==> src/rtl/arb_pkg.sv <==
// Shared sizing and FSM encoding for the 32-way round-robin arbiter.
// Latency: n/a (types and constants only).
// Backpressure: n/a.
package arb_pkg;

  localparam int N_REQ  = 32;
  localparam int IDX_W  = 5;
  localparam int HOLD_W = 8;

  typedef enum logic {
    IDLE    = 1'b0,
    GRANTED = 1'b1
  } state_t;

endpackage

==> src/rtl/rr_pick_32.sv <==
// Wrap-around priority search: first set req bit at or after ptr, 31 wraps to 0.
// Latency: purely combinational, zero cycles.
// Backpressure: none; any=0 when no requester is active.
module rr_pick_32
  import arb_pkg::*;
(
  input  logic [N_REQ-1:0] req,
  input  logic [IDX_W-1:0] ptr,
  output logic             any,
  output logic [IDX_W-1:0] idx
);

  logic [N_REQ-1:0] rot;
  logic [IDX_W-1:0] off;

  assign any = |req;

  // Rotate so ptr lands on bit 0, then the lowest set bit is the nearest requester.
  // Index arithmetic is IDX_W wide, so ptr+i wraps modulo 32 by construction.
  always_comb begin
    rot = '0;
    off = '0;
    for (int i = 0; i < N_REQ; i++) begin
      rot[i] = req[ptr + IDX_W'(i)];
    end
    for (int i = N_REQ - 1; i >= 0; i--) begin
      if (rot[i]) begin
        off = IDX_W'(i);
      end
    end
  end

  assign idx = ptr + off;

endmodule

==> src/rtl/rr_arbiter_32.sv <==
// 32-way round-robin arbiter for a shared 32:1 mux; optional hold watchdog under ARB_TIMEOUT_EN.
// Latency: grant one cycle after req seen in IDLE; at least one IDLE cycle between grants.
// Backpressure: owner keeps the grant until release_grant, its req drops, or the watchdog fires.
module rr_arbiter_32
  import arb_pkg::*;
#(
  parameter int MAX_HOLD = 16
)
(
  input  logic             clk,
  input  logic             rst,
  input  logic [N_REQ-1:0] req,
  // The owner's end-of-grant pulse; the bare name collides with a reserved word.
  input  logic             release_grant,
  output logic             grant_valid,
  output logic [IDX_W-1:0] grant_idx,
  output logic [N_REQ-1:0] grant_onehot,
  output logic             timeout
);

  state_t           state;
  state_t           state_nx;
  logic [IDX_W-1:0] ptr;
  logic [IDX_W-1:0] ptr_nx;
  logic [IDX_W-1:0] idx_nx;
  logic             pick_any;
  logic [IDX_W-1:0] pick_idx;
  logic             expired;

  rr_pick_32 u_pick (
    .req (req),
    .ptr (ptr),
    .any (pick_any),
    .idx (pick_idx)
  );

`ifdef ARB_TIMEOUT_EN
  logic [HOLD_W-1:0] hold_cnt;
  logic              revoke;

  // Hold counter: zero while idle so each grant starts from zero, counts GRANTED cycles.
  always_ff @(posedge clk or posedge rst) begin
    if (rst) begin
      hold_cnt <= '0;
    end else if (state == GRANTED) begin
      hold_cnt <= hold_cnt + 1'b1;
    end else begin
      hold_cnt <= '0;
    end
  end

  assign expired = (state == GRANTED) && (hold_cnt == HOLD_W'(MAX_HOLD - 1));
  // A grant that would have ended anyway on this edge is not reported as revoked.
  assign revoke  = expired && !release_grant && req[grant_idx];

  // Timeout pulse is high for the IDLE cycle that follows a watchdog revoke.
  always_ff @(posedge clk or posedge rst) begin
    if (rst) begin
      timeout <= 1'b0;
    end else begin
      timeout <= revoke;
    end
  end
`else
  // Watchdog compiled out: never expires (the parameter is still referenced here).
  assign expired = 1'b0 && (MAX_HOLD > 0);
  assign timeout = 1'b0;
`endif

  // State, pointer and owner registers; reset drops any grant immediately.
  always_ff @(posedge clk or posedge rst) begin
    if (rst) begin
      state     <= IDLE;
      ptr       <= '0;
      grant_idx <= '0;
    end else begin
      state     <= state_nx;
      ptr       <= ptr_nx;
      grant_idx <= idx_nx;
    end
  end

  // Next-state: arbitrate only in IDLE; in GRANTED watch for the end of the grant.
  always_comb begin
    state_nx = state;
    ptr_nx   = ptr;
    idx_nx   = grant_idx;
    case (state)
      IDLE: begin
        if (pick_any) begin
          state_nx = GRANTED;
          idx_nx   = pick_idx;
        end
      end
      GRANTED: begin
        if (release_grant || !req[grant_idx] || expired) begin
          state_nx = IDLE;
          ptr_nx   = grant_idx + 1'b1;
        end
      end
      default: begin
        state_nx = IDLE;
      end
    endcase
  end

  assign grant_valid  = (state == GRANTED);
  assign grant_onehot = grant_valid ? (N_REQ'(1) << grant_idx) : '0;

endmodule

==> config.mk <==
export PLATFORM = sky130hd
export DESIGN_NAME = rr_arbiter_32
export DESIGN_NICKNAME = d
export VERILOG_FILES = /design/src/rtl/arb_pkg.sv /design/src/rtl/rr_pick_32.sv /design/src/rtl/rr_arbiter_32.sv
export SDC_FILE = /design/constraint.sdc
export NUM_CORES = 1
export LEC_CHECK = 0
export BUFFER_PORTS_ARGS = -buffer_cell sky130_fd_sc_hd__buf_4
export CORE_MARGIN = 3
export CORE_UTILIZATION = 50
export DETAILED_ROUTE_END_ITERATION = 10
export MAX_ROUTING_LAYER = met4
export PLACE_DENSITY = 0.72
export SLEW_MARGIN = 20
export SYNTH_ARGS = -nofsm -noshare
export SYNTH_HDL_FRONTEND = slang
export SYNTH_SLANG_ARGS = --single-unit
==> constraint.sdc <==
create_clock -name clk -period 6.6 [get_ports clk]
set_input_delay 1.32 -clock clk [delete_from_list [all_inputs] [get_ports clk]]
set_output_delay 1.32 -clock clk [all_outputs]
set_load 0.05 [all_outputs]
==> results.cfg <==
[sta]
fmax_ghz = 0.186
setup_violations = 0
rsz0062_at_grt = no
timing.setup.tns_ps = 0
max-slew-margin-rel = 0.422
tightest_slew_ps = 861
finalCritPeriodShare = 0.813
hold_violations = 0
skew_ps = 2.91
finalMaxSlewViolations = 0
period_needed_ps = 5360

[floorplanning]
rows = 33
core-area_sq_um = 8420
num_io_pins = 74
dieHeight_microns = 100
die_w_microns = 100
die_area_sq_um = 10100
start_util = 0.528

[synth]
synth_xor_area_frac = 0.0608
synth_ff_type = dfrtp_1
async_flop_share = 1.00
syn_avg_cell_area_sq_um = 10.4
synth_top_family_by_area = multiplexers
yosysTopAreaCellShare = 0.258
synth_cell_type_count = 49
syn_inst = 428
synthAdderAreaFrac = 0.0692
synth_seq_area_share = 0.0619
synth_compound_area_frac = 0.0811
yosys.area_share.simple = 0.125
synthTopCellsByArea = mux4_2 26%, mux2i_1 13%, mux4_1 12%
synth_common_cells = 58 x mux2i_1, 51 x mux4_2, 34 x nor2_1, 32 x nand2_1, 23 x ha_1
post_synth_mux_area_share = 0.554
ys_ff_latch = 11
synth_edf_count = 0
synth_top_cell_by_area = mux4_2
syn_nets = 487
synth_most_common_cell = mux2i_1
netlist_area_sq_um = 4450
yosysWarnings = 0

[clock_network]
clockBufferDepth = 2
holdBufCountCts = 0
cts.sink_count = 11
cts_resized = 0
clkLatencyLatePin_ps = 240
cts_tree = built
numCtsBuffers = 3
postCtsSetupBuffers = 0
htree_num_levels = 1
cts.clk_slew.worst_paths_ps = 50
root_buffer = clkbuf_8

[detailed_routing]
antenna_left = 0
drt_iter0_markers = 341
drtPass1Iterations = 5
route.vias.total = 4059
drc = 0
viasPerCell = 6.94
wl_per_cell_microns = 22.2
routed_wl_mm = 13.0

[setup_path]
crit_top_cell = xnor2_1
required_ps = 6700
path_buf_inv = 4
crit_fanout = 13
path_class = register to register
path_cells = buf_4 -> clkinv_1 -> ha_1 -> a21boi_0 -> xnor2_1 -> mux2i_1 -> mux4_2 -> o21bai_1 -> a21boi_0 -> o211ai_1 -> a41o_1 -> a311o_1 -> ha_1 -> inv_1 -> fa_1 -> inv_1 -> a21o_1 -> a21oi_1 -> xnor2_1 -> xnor2_1 -> o21ai_1
slowest_stage = xnor2_1
cp-start-kind = register
crit_arrival_ps = 5460
slowest_delay_ps = 700
critical-path-top-delay-family = compound AO/OA/AOI/OAI gates
crit_path_end_kind = register

[place]
portBuffers = 72
gp_congestion = 1.07
dp_hpwl_mm = 10.4

[cells_and_area]
drive_gt1_frac = 0.319
fin_nets = 540
fillers = 720
diodes = 0
syn_to_final_growth_pct = 13.6

[job]
maxCapViolations = 0

[global_routing]
grt_first_pass_wirelength_mm = 21.0
grt_max_degree = 33
grt_usage = 0.272
grt_overflow = 0
grt_pass1_vias = 3925
grt_antenna_before_repair = 0

[status]
status = completed

[worst_hold_path]
hold_class = register to register
[final cells by class]
type,instances,area [sq um],area share
timing repair buffer,77,578,0.114
tap,105,131,0.0260
clock buffer,4,45.0,0.00892
inverter,16,60.1,0.0119
multi-input combinational,372,3960,0.784
sequential,11,277,0.0548
[worst reg2reg max path: stages (launching register included)]
cell	delay, ps
dfrtp_1	320
buf_4	250
clkinv_1	470
ha_1	410
a21boi_0	150
xnor2_1	700
mux2i_1	380
mux4_2	330
o21bai_1	70
a21boi_0	200
o211ai_1	120
a41o_1	250
a311o_1	360
ha_1	200
inv_1	70
fa_1	200
inv_1	50
a21o_1	160
a21oi_1	160
xnor2_1	150
xnor2_1	140
o21ai_1	70
[logic make-up (layout without fill, tap and decap cells)]
kind of cell / after synthesis / after routing
multiplexers: 145 / 145
flip-flops: 11 / 11
buffers and inverters: 45 / 97
AO/OA/AOI/OAI: 54 / 54
other: 1 / 1
XOR/XNOR: 30 / 30
AND/OR/NAND/NOR: 118 / 118
adder cells (fa/ha/maj): 24 / 24
[worst paths after layout]
check                                      start                        to  slack [ps]  cells after the start
setup reg to reg              ptr[2]$_DFFE_PP0P_  grant_idx[4]$_DFFE_PP0P_        1240                     21
hold reg to reg            grant_valid$_DFF_PP0_     grant_valid$_DFF_PP0_         730                      1
hold / removal             grant_valid$_DFF_PP0_     grant_valid$_DFF_PP0_         730                      1
setup / recovery              ptr[2]$_DFFE_PP0P_  grant_idx[4]$_DFFE_PP0P_        1240                     21
max in group asynchronous                    rst        ptr[0]$_DFFE_PP0P_        5210                      2
min in group asynchronous                    rst        ptr[3]$_DFFE_PP0P_        1080                      2
[per-layer routing]
| metal | GRT usage | vias to the layer above | wire, microns |
|---|---|---|---|
| met2 | 0.417 | 238 | 6170 |
| met1 | 0.372 | 1995 | 5380 |
| met3 | 0.0424 | 24 | 1060 |
| met4 | 0.0902 | 0 | 380 |
| li1 | - | 1802 | - |
| met5 | - | - | 0 |
[metrics by stage]
| step | utilization | hold WS, ps | setup slack, ps | instance area [sq um] | std cells |
|---|---|---|---|---|---|
| 3_3_place_gp | 0.594 | 703 | 1410 | 5000 | 581 |
| 6_report | 0.599 | 732 | 1240 | 5050 | 585 |
| 5_1_grt | 0.599 | 784 | 934 | 5050 | 585 |
| 3_5_place_dp | 0.594 | 729 | 1290 | 5000 | 581 |
| 4_1_cts | 0.599 | 737 | 1280 | 5050 | 585 |
| 2_1_floorplan | - | 652 | 1410 | 4450 | 428 |
[cells in the final DEF, fill, tap and decap left out, types with 14 or more instances in the layout]
cell / instances
xnor2_1: 20
nor2_1: 34
mux4_1: 21
ha_1: 23
mux4_2: 51
mux2i_1: 58
mux2_2: 14
inv_1: 14
nand2_1: 32
buf_4: 77
[sequential cells by signal (all words and copies together), names as in the netlist]
register / count
grant_idx: 5
grant_valid: 1
ptr: 5
Power is left out: the tool's default activity adds up to more than one toggle a clock period on the data nets, which glitch-free logic cannot reach.
